`config.mk`:
```
export PLATFORM = sky130hd
export DESIGN_NAME = aurora_lane_distribute_flat
export DESIGN_NICKNAME = d
export VERILOG_FILES = /design/src/rtl/aurora_lane_distribute_pkg.sv /design/src/rtl/aurora_lane_distribute_if.sv /design/src/rtl/aurora_lane_distribute_block_fmt.sv /design/src/rtl/aurora_lane_distribute.sv /design/src/flat_wrapper.sv
export SDC_FILE = /design/constraint.sdc
export NUM_CORES = 1
export LEC_CHECK = 0
export CORE_AREA = 2 2 236 238
export CTS_CLUSTER_DIAMETER = 120
export CTS_CLUSTER_SIZE = 24
export DETAILED_ROUTE_END_ITERATION = 8
export DIE_AREA = 0 0 238 240
export GPL_TIMING_DRIVEN = 1
export HOLD_SLACK_MARGIN = 0.06
export PLACE_DENSITY = 0.54
export SKIP_CTS_REPAIR_TIMING = 1
export SYNTH_ARGS = -nofsm -noshare
export SYNTH_HDL_FRONTEND = slang
export SYNTH_SLANG_ARGS = --single-unit
```
`constraint.sdc`:
```
create_clock -name Clk -period 2.8 [get_ports Clk]
set_input_delay 0.28 -clock Clk [delete_from_list [all_inputs] [get_ports Clk]]
set_output_delay 0.28 -clock Clk [all_outputs]
set_load 0.1 [all_outputs]
```
`src/rtl/aurora_lane_distribute_pkg.sv`:
```
// Shared definitions for the Aurora lane distributor.
//   HDR_DATA / HDR_CTRL : 2-bit sync headers for data and control blocks
//   IDLE_BLOCK          : control block sent when a lane has nothing to carry
//   SERVICE_TAG         : first byte of a periodic service block
//   beat_type_t         : kind of beat loaded into the lane output registers
//   lane_block_t        : one 64-bit Aurora block
//   lane_mask()         : converts "active lanes minus 1" into a per-lane mask
package aurora_lane_pkg;

  localparam int          NUM_LANES   = 4;
  localparam logic [1:0]  HDR_DATA    = 2'b01;
  localparam logic [1:0]  HDR_CTRL    = 2'b10;
  localparam logic [63:0] IDLE_BLOCK  = 64'h7800_0000_0000_0000;
  localparam logic [7:0]  SERVICE_TAG = 8'hB4;

  typedef enum logic [1:0] {
    BT_IDLE,
    BT_DATA,
    BT_SERVICE
  } beat_type_t;

  typedef logic [63:0] lane_block_t;

  // Lane i is active when i <= active_lanes.
  function automatic logic [NUM_LANES-1:0] lane_mask(input logic [1:0] active_lanes);
    logic [NUM_LANES-1:0] m;
    for (int i = 0; i < NUM_LANES; i++) begin
      m[i] = (2'(i) <= active_lanes);
    end
    return m;
  endfunction

endpackage

```
`src/rtl/aurora_lane_distribute_if.sv`:
```
// Read interface of the 256-bit packer store.
//   Empty          : store holds no beat
//   ByteEnableRead : one enable per 32-bit word of DataRead
//   EofRead        : beat closes an event
//   DataRead       : packed beat, word k = bits [32k+31:32k]
//   Read           : consumer takes the beat on this clock edge
// master = packer side, slave = consumer side.
interface aurora_lane_distribute_if;

  logic         Empty;
  logic [7:0]   ByteEnableRead;
  logic         EofRead;
  logic [255:0] DataRead;
  logic         Read;

  modport master (
    output Empty, ByteEnableRead, EofRead, DataRead,
    input  Read
  );

  modport slave (
    input  Empty, ByteEnableRead, EofRead, DataRead,
    output Read
  );

endinterface

```
`src/rtl/aurora_lane_distribute_block_fmt.sv`:
```
// Combinational block formatter for a single lane.
//   beat_type : kind of beat being loaded
//   word_hi   : word placed in bits 63:32 (data word 2i, or service upper half)
//   word_lo   : word placed in bits 31:0  (data word 2i+1, or service lower half)
//   en_hi     : enable of word_hi; a data block exists only when it is set
//   en_lo     : enable of word_lo; when clear the slot is filled with PAD_WORD
//   active    : lane is inside the active mask; inactive lanes always idle
//   header    : sync header for the block
//   block     : 64-bit block
module aurora_lane_block_fmt
  import aurora_lane_pkg::*;
#(
  parameter logic [31:0] PAD_WORD = 32'hFFFF_FFFF
) (
  input  beat_type_t  beat_type,
  input  logic [31:0] word_hi,
  input  logic [31:0] word_lo,
  input  logic        en_hi,
  input  logic        en_lo,
  input  logic        active,
  output logic [1:0]  header,
  output lane_block_t block
);

  always_comb begin
    // NOTE: outputs take a default before any branch so no path leaves them
    // unassigned; that is what keeps this block free of inferred latches.
    header = HDR_CTRL;
    block  = IDLE_BLOCK;
    if (active) begin
      case (beat_type)
        BT_SERVICE: block = {word_hi, word_lo};
        BT_DATA: begin
          if (en_hi) begin
            header = HDR_DATA;
            block  = {word_hi, en_lo ? word_lo : PAD_WORD};
          end
        end
        default: ;
      endcase
    end
  end

endmodule

```
`src/rtl/aurora_lane_distribute.sv`:
```
// Aurora lane distributor: splits 256-bit packer beats into up to four
// 64-bit Aurora blocks with sync headers, filling gaps with idle blocks and
// inserting a service block every SERVICE_PERIOD accepted beats.
//   Clk         : clock
//   Reset_b     : synchronous active-low reset
//   ActiveLanes : number of active lanes minus 1, sampled on each load
//   rd          : packer store read interface (slave side)
//   ServiceData : 48-bit payload carried by service blocks
//   LaneReady   : per-lane serializer accept
//   LaneValid   : output beat valid, common to all lanes
//   LaneData    : per-lane 64-bit block
//   LaneHeader  : per-lane 2-bit sync header
//   FrameCount  : accepted data beats carrying EOF, wrapping
//   LaneError   : sticky, an enabled word fell on an inactive lane
module aurora_lane_distribute
  import aurora_lane_pkg::*;
#(
  parameter int unsigned SERVICE_PERIOD = 50,
  parameter logic [31:0] PAD_WORD       = 32'hFFFF_FFFF
) (
  input  logic                        Clk,
  input  logic                        Reset_b,
  input  logic [1:0]                  ActiveLanes,
  aurora_lane_distribute_if.slave     rd,
  input  logic [47:0]                 ServiceData,
  input  logic [NUM_LANES-1:0]        LaneReady,
  output logic                        LaneValid,
  output lane_block_t [NUM_LANES-1:0] LaneData,
  output logic [NUM_LANES-1:0][1:0]   LaneHeader,
  output logic [15:0]                 FrameCount,
  output logic                        LaneError
);

  localparam int SVC_W = (SERVICE_PERIOD > 1) ? $clog2(SERVICE_PERIOD) : 1;
  localparam logic [SVC_W-1:0] SVC_LAST =
    (SERVICE_PERIOD > 0) ? SVC_W'(SERVICE_PERIOD - 1) : '0;

  logic [NUM_LANES-1:0]        mask_d, mask_q;
  beat_type_t                  beat_d, beat_q;
  logic                        eof_q;
  logic [SVC_W-1:0]            svc_cnt;
  logic                        accept, load, svc_due, err_d;
  logic [NUM_LANES-1:0]        lost;
  lane_block_t [NUM_LANES-1:0] blk_d;
  logic [NUM_LANES-1:0][1:0]   hdr_d;

  assign mask_d = lane_mask(ActiveLanes);

  // The held beat is judged against the mask it was loaded with, so a change
  // of ActiveLanes only affects beats loaded afterwards.
  assign accept = LaneValid & (&(LaneReady | ~mask_q));
  assign load   = Reset_b & (~LaneValid | accept);

  // The counter is cleared by the same edge that accepts a held service
  // beat, so while one is held the saturated count is stale and must not
  // trigger a second insertion.
  assign svc_due = (SERVICE_PERIOD != 0) && (svc_cnt == SVC_LAST) &&
                   !(LaneValid && (beat_q == BT_SERVICE));

  always_comb begin
    beat_d = BT_IDLE;
    if (svc_due)        beat_d = BT_SERVICE;
    else if (!rd.Empty) beat_d = BT_DATA;
  end

  assign rd.Read = load & (beat_d == BT_DATA);

  for (genvar i = 0; i < NUM_LANES; i++) begin : g_lane
    logic [31:0] word_hi, word_lo;
    logic [1:0]  header;
    lane_block_t block;

    assign word_hi = (beat_d == BT_SERVICE) ? {SERVICE_TAG, 8'h00, ServiceData[47:32]}
                                            : rd.DataRead[64*i +: 32];
    assign word_lo = (beat_d == BT_SERVICE) ? ServiceData[31:0]
                                            : rd.DataRead[64*i+32 +: 32];

    assign lost[i] = ~mask_d[i] & (rd.ByteEnableRead[2*i] | rd.ByteEnableRead[2*i+1]);

    aurora_lane_block_fmt #(
      .PAD_WORD (PAD_WORD)
    ) u_fmt (
      .beat_type (beat_d),
      .word_hi   (word_hi),
      .word_lo   (word_lo),
      .en_hi     (rd.ByteEnableRead[2*i]),
      .en_lo     (rd.ByteEnableRead[2*i+1]),
      .active    (mask_d[i]),
      .header    (header),
      .block     (block)
    );

    assign blk_d[i] = block;
    assign hdr_d[i] = header;
  end

  assign err_d = rd.Read & (|lost);

  always_ff @(posedge Clk) begin
    // NOTE: reset is sampled on the clock edge like any other input, and all
    // state is updated with non-blocking assignments so every register sees
    // the pre-edge values of the others.
    if (!Reset_b) begin
      LaneValid  <= 1'b0;
      LaneData   <= {NUM_LANES{IDLE_BLOCK}};
      LaneHeader <= {NUM_LANES{HDR_CTRL}};
      FrameCount <= '0;
      LaneError  <= 1'b0;
      svc_cnt    <= '0;
      mask_q     <= '1;
      beat_q     <= BT_IDLE;
      eof_q      <= 1'b0;
    end else begin
      if (accept) begin
        if (beat_q == BT_SERVICE)  svc_cnt <= '0;
        else if (svc_cnt != SVC_LAST) svc_cnt <= svc_cnt + 1'b1;
        if ((beat_q == BT_DATA) && eof_q) FrameCount <= FrameCount + 16'd1;
      end
      if (load) begin
        LaneValid  <= 1'b1;
        LaneData   <= blk_d;
        LaneHeader <= hdr_d;
        mask_q     <= mask_d;
        beat_q     <= beat_d;
        eof_q      <= rd.EofRead & (beat_d == BT_DATA);
      end
      if (err_d) LaneError <= 1'b1;
    end
  end

endmodule
```
`src/flat_wrapper.sv`:
```
// flat-port wrapper written by rule: the top's interface ports become plain ports
module aurora_lane_distribute_flat import aurora_lane_pkg::*;
#(
  parameter int unsigned SERVICE_PERIOD = 50,
  parameter logic [31:0] PAD_WORD       = 32'hFFFF_FFFF
)
  (Clk, Reset_b, ActiveLanes, ServiceData, LaneReady, LaneValid, LaneData, LaneHeader, FrameCount, LaneError, rd_Empty, rd_ByteEnableRead, rd_EofRead, rd_DataRead, rd_Read);
  aurora_lane_distribute_if rd_i ();
  input  logic Clk;
  input  logic Reset_b;
  input  logic [1:0] ActiveLanes;
  input  logic [47:0] ServiceData;
  input  logic [NUM_LANES-1:0] LaneReady;
  output logic LaneValid;
  output lane_block_t [NUM_LANES-1:0] LaneData;
  output logic [NUM_LANES-1:0][1:0] LaneHeader;
  output logic [15:0] FrameCount;
  output logic LaneError;
  input wire logic [$bits(rd_i.Empty)-1:0] rd_Empty;
  input wire logic [$bits(rd_i.ByteEnableRead)-1:0] rd_ByteEnableRead;
  input wire logic [$bits(rd_i.EofRead)-1:0] rd_EofRead;
  input wire logic [$bits(rd_i.DataRead)-1:0] rd_DataRead;
  output wire logic [$bits(rd_i.Read)-1:0] rd_Read;
  assign rd_i.Empty = rd_Empty;
  assign rd_i.ByteEnableRead = rd_ByteEnableRead;
  assign rd_i.EofRead = rd_EofRead;
  assign rd_i.DataRead = rd_DataRead;
  assign rd_Read = rd_i.Read;
  aurora_lane_distribute #(.SERVICE_PERIOD(SERVICE_PERIOD), .PAD_WORD(PAD_WORD)) u_core (.Clk(Clk), .Reset_b(Reset_b), .ActiveLanes(ActiveLanes), .rd(rd_i), .ServiceData(ServiceData), .LaneReady(LaneReady), .LaneValid(LaneValid), .LaneData(LaneData), .LaneHeader(LaneHeader), .FrameCount(FrameCount), .LaneError(LaneError));
endmodule
```
# Yosys cells after proc, flatten, opt, wreduce, memory -nomap -nowiden
# Index checks and enable logic that the tools add are counted.
[word_totals]
reg_bits = 295
out_inout_bits = 283
wordCells = 97
[op_classes]
add_sub_neg = 2
order_cmp = 4
eq_ne = 6
n_mux = 40
bitwise_logic = 21
reduce_logical = 9
[ops]
columns = ["op", "count"]
rows = [
  ["64-bit 2-to-1 mux", 8],
  ["64-bit one-hot mux with 2 select lines", 4],
  ["32-bit 2-to-1 mux", 12],
  ["2-bit 2-to-1 mux", 13],
  ["16-bit by 1-bit adder with 16-bit output, second input constant", 1],
  ["6-bit 2-to-1 mux", 2],
  ["1-bit bitwise AND", 9],
  ["6-bit by 1-bit adder with 6-bit output, second input constant", 1],
  ["6-bit == test, second input constant", 1],
  ["6-bit inequality test, second input constant", 1],
  ["1-bit NOT", 5],
  ["1-bit bitwise OR", 5],
  ["2-bit by 1-bit == test with 1-bit output, second input constant", 2],
  ["2-bit == test, second input constant", 2],
  ["1-bit by 2-bit less-or-equal comparator with 1-bit output, first input constant", 2],
  ["2-bit less-or-equal comparator, first input constant", 2],
  ["4-bit NOT", 1],
  ["4-bit bitwise OR", 1],
  ["2-bit AND reduction", 2],
  ["4-bit AND reduction", 1],
  ["4-bit OR reduction", 1],
  ["1-bit logical AND", 3],
  ["2-bit nonzero test", 1],
  ["1-bit zero test", 1],
  ["1-bit 2-to-1 mux", 1],
]

# Logic depth before layout (Yosys ltp)
[logic_depth]
depth_word = 11
mapped_depth = 10
depth_no_buf = 6

# Hierarchy
# From an unflattened synthesis, not the netlist that was laid out.
[hier_totals]
hier_cells = 1826
hier_area_um2 = 14930.6
[by_module_without_submodules]
columns = ["module", "instances", "cells_each", "area_per_inst_um2", "seq_area_each_um2"]
rows = [
  ["aurora_lane_distribute", 1, 1302, 11787.6, 5885.6],
  ["aurora_lane_block_fmt", 4, 131, 785.8, 0.0],
]

# Worst setup path before layout
# OpenSTA, ideal clock, no wires.
[synth_timing]
kind = "register to output"
from = "register u_core.LaneValid"
to = "output rd_Read"
arrival_ps = 3894
t_required_ps = 2520
setup_slack_ps = -1374
path_stages_with_launch = 6
n_path_buf = 2
cell_sequence = "dfxtp_1 and3b_1 buf_2 nor3_2 buf_2 nor3_1"
[synth_between]
elab_chain_cells = 6
elab_cells_between_ends = 10
cone_classes = "eq/ne (1); mux (1); bitwise (5); reduce/logical (3)"
[synth_rtl]
columns = ["item", "line", "source"]
rows = [
  ["start, declared", "aurora_lane_distribute.sv:27", "output logic LaneValid,"],
  ["start signal, assigned", "aurora_lane_distribute.sv:104", "LaneValid <= 1'b0;"],
  ["start signal, assigned", "aurora_lane_distribute.sv:120", "LaneValid <= 1'b1;"],
  ["1-bit logical AND", "aurora_lane_distribute.sv:58", "!(LaneValid && (beat_q == BT_SERVICE));"],
  ["1-bit zero test", "aurora_lane_distribute.sv:58", ""],
  ["1-bit logical AND", "aurora_lane_distribute.sv:57", "assign svc_due = (SERVICE_PERIOD != 0) && (svc_cnt == SVC_LAST) &&"],
  ["2-bit 2-to-1 mux", "aurora_lane_distribute.sv:62", "if (svc_due) beat_d = BT_SERVICE;"],
  ["2-bit by 1-bit == test with 1-bit output", "aurora_lane_distribute.sv:66", "assign rd.Read = load & (beat_d == BT_DATA);"],
  ["1-bit bitwise AND *", "aurora_lane_distribute.sv:66", ""],
  ["end, declared", "flat_wrapper.sv:23", "output wire logic [$bits(rd_i.Read)-1:0] rd_Read;"],
]
# Mark *: on every way between the ends. The rest lies on a longest branch, timed or not.

# Worst setup path in the final report
[layout_timing]
from = "register u_core.mask_q[3]"
to = "output rd_Read"
[layout_between]
elab_chain_cells = 7
[layout_rtl]
columns = ["item", "line", "source"]
rows = [
  ["start, declared", "aurora_lane_distribute.sv:38", "logic [NUM_LANES-1:0] mask_d, mask_q;"],
  ["start signal, assigned", "aurora_lane_distribute.sv:123", "mask_q <= mask_d;"],
  ["4-bit NOT", "aurora_lane_distribute.sv:51", "assign accept = LaneValid & (&(LaneReady | ~mask_q));"],
  ["4-bit bitwise OR", "aurora_lane_distribute.sv:51", ""],
  ["4-bit AND reduction", "aurora_lane_distribute.sv:51", ""],
  ["1-bit bitwise AND", "aurora_lane_distribute.sv:51", ""],
  ["1-bit bitwise OR", "aurora_lane_distribute.sv:52", "assign load = Reset_b & (~LaneValid | accept);"],
  ["1-bit bitwise AND", "aurora_lane_distribute.sv:52", ""],
  ["1-bit bitwise AND", "aurora_lane_distribute.sv:66", ""],
]
# No other way between the ends.

==> flow_metrics.py <==
metrics = {
    "sta": {
        "hold_viol_final": 0,
        "fin_skew_ns": 0.0204,
        "setup_viol_count_final": 0,
        "fmax_ghz": 0.381,
        "finalMaxSlewViolations": 0,
        "timing.final.ws_setup_ns": 0.173,
        "rsz0062_at_grt": "no",
        "tightest_slew_ns": 0.990,
        "timing.final.crit_share": 0.938,
        "maxSlewHeadroom": 0.340,
        "period_needed_ns": 2.63,
        "tns_ns": 0,
    },
    "final_layout": {
        "final_cell_mix": "clkdlybuf4s50_1 (321), buf_4 (320), dfxtp_1 (293)",
        "nFillCells": 5577,
        "layout-drive-gt1-share": 0.212,
        "area_growth_pct": 56.0,
        "layout_commonest_cell": "clkdlybuf4s50_1",
        "nNetsFinal": 2126,
    },
    "global_route": {
        "grt_pass1_vias": 12381,
        "antenna_found_initial": 17,
        "grt.total_usage": 0.201,
        "grt_max_degree": 98,
        "overflow": 0,
        "grt_pass1_wl_um": 86300,
    },
    "route": {
        "wl_per_cell_um": 24.2,
        "ant_nets": 0,
        "first_pass_iters": 5,
        "first_iter_violations": 771,
        "vias": 12597,
        "via_per_inst": 5.01,
        "wl_um": 60900,
        "drc": 0,
    },
    "worst_hold_path": {
        "min_path_type": "in2reg",
    },
    "floorplanning": {
        "core_sq_mm": 0.0547,
        "die_w_um": 238,
        "die_y_um": 240,
        "rows": 86,
        "start_util": 0.224,
        "io-pin-count": 605,
        "dieArea_sq_mm": 0.0571,
    },
    "yosys": {
        "netlist.area_leader.share": 0.480,
        "syn_avg_cell_area_sq_um": 9.86,
        "async_reset_ff_frac": 0,
        "synthFlopType": "dfxtp_1",
        "yosysSeqAreaShare": 0.480,
        "synth_nets": 1568,
        "synth_area_leaders": "dfxtp_1 (48%), a22o_1 (12%), nor2b_1 (6.9%), o21ai_0 (5.7%), o2bb2ai_1 (4.0%)",
        "synth_top_area_cell": "dfxtp_1",
        "ys_seq_elements": 294,
        "synthCells": 1243,
        "netlist_area_sq_mm": 0.0123,
        "yosysWarnings": 0,
        "synth_edf_count": 0,
        "synth_cell_types": 61,
    },
    "flow_run": {
        "cap_violations": 0,
    },
    "critical_path": {
        "crit_family": "compound AO/OA/AOI/OAI gates",
        "crit_type": "reg2out",
        "cp-end-kind": "output pin",
        "crit_required_ns": 2.52,
        "slowest_delay_ns": 0.57,
        "path_buf_inv": 2,
        "startpoint_type": "flip-flop",
        "cp_max_fo": 5,
        "arrival_ns": 2.35,
        "crit_chain": "nor2b_1 > o41a_1 > buf_4 > nor3_4 > buf_12",
        "critPathSlowestCell": "o41a_1",
    },
    "clocking": {
        "cts_tree": "done",
        "path_clk_slew_ns": 0.10,
        "cts_root_buffer": "clkbuf_16",
        "clock_path_buffers": 3,
        "cts_htree_levels": 1,
        "cts.sinks": 294,
        "cts_inserted_buffers": 16,
        "clkLatencyLatePin_ns": 0.54,
    },
    "placed_design": {
        "post-place-ws_ns": 0.180,
        "port_buffers": 604,
        "hpwlAfterDp_um": 45400,
        "place.gp.congestion": 0.867,
    },
    "run_status": {
        "status": "completed",
    },
    "power_and_ir_drop": {
        "p_leak_uw": 0.00751,
        "vdd_ir_drop_max_mv": 0.270,
        "p_per_area_mw_per_mm2": 459,
    },
}
## report_power, final
group          leakage (uW)  total, uW  switching, uW  internal (uW)
logic               0.00492       1830           1110            720
clock network      0.000218       2640           1530           1110
registers           0.00238       4310           52.0           4260
## per-stage QoR
step / area [sq um] / cells / power (uW) / utilization / hold slack (ns)
global placement: 18700 / 2487 / 6230 / 0.341 / 0.438
global route: 19100 / 2515 / 9110 / 0.350 / 0.307
detailed placement: 18700 / 2487 / 6240 / 0.341 / 0.443
floorplan: 12300 / 1243 / 5350 / - / 0.370
finish: 19100 / 2516 / 8780 / 0.350 / 0.323
CTS: 19100 / 2507 / 8900 / 0.350 / 0.284
## routing by layer
| layer | vias to the layer above | track usage | part of all wire |
|---|---|---|---|
| met4 | 16 | 0.0754 | 0.032 |
| li1 | 5822 | - | - |
| met3 | 89 | 0.0513 | 0.076 |
| met5 | - | 0 | 0.0016 |
| met1 | 6145 | 0.253 | 0.41 |
| met2 | 525 | 0.333 | 0.48 |
## area by class of cell
cell class,count,area (sq um),area share
antenna,9,22.5,0.00118
sequential,294,5890,0.308
timing repair buffer,658,5960,0.311
clock inverter,3,25.0,0.00131
inverter,9,33.8,0.00177
tap,704,881,0.0460
clock buffer,17,425,0.0222
multi-input combinational,822,5900,0.308
## worst min-delay path: cells and delay by family
kind | cells | cell delay [ns]
AO/OA/AOI/OAI | 1 | 0.06
buffers and inverters | 1 | 0.41
AND/OR/NAND/NOR | 1 | 0.07
## flip-flops by register name (all words and copies together) (netlist names)
signal             cells
u_core.mask_q          3
u_core.svc_cnt         6
u_core.eof_q           1
u_core.beat_q          2
u_core.LaneHeader      8
u_core.LaneError       1
u_core.LaneValid       1
u_core.FrameCount     16
u_core.LaneData      256
## cell usage after synthesis, types with 7 or more instances
library cell  instances
a21oi_1              19
a221o_1              16
a22o_1              169
a22oi_1              48
a2bb2oi_1            10
and3_1               19
buf_2                31
clkbuf_1             70
dfxtp_1             294
inv_1                 9
mux2i_1              12
nand2_1              31
nand2b_1             15
nand3_1              11
nand4_1              37
nor2_1                7
nor2b_1             136
nor4_1               12
o21ai_0             139
o2bb2ai_1            56
o31ai_1               8
## logic make-up after synthesis
kind of cell               share of synthesized area
muxes                                        0.00980
buffers and inverters                         0.0454
DFF                                            0.480
adders and majority gates                    0.00306
AOI/OAI and AO/OA                              0.309
and+or+nand+nor                                0.153
## worst paths after layout
check                                         start                                 to  slack (ns)  cells after the start
hold / removal                           rd_EofRead          u_core.eof_q$_SDFFE_PN0P_        0.32                      3
setup / recovery      u_core.mask_q[3]$_SDFFE_PN1P_                            rd_Read        0.17                      5
setup reg to reg      u_core.beat_q[0]$_SDFFE_PN0P_  u_core.LaneData[215]$_SDFFE_PN0P_        0.39                      5
hold reg to reg   u_core.LaneHeader[4]$_SDFFE_PN0P_  u_core.LaneHeader[4]$_SDFFE_PN0P_        0.46                      1
Power figures use the tool's default switching activity.
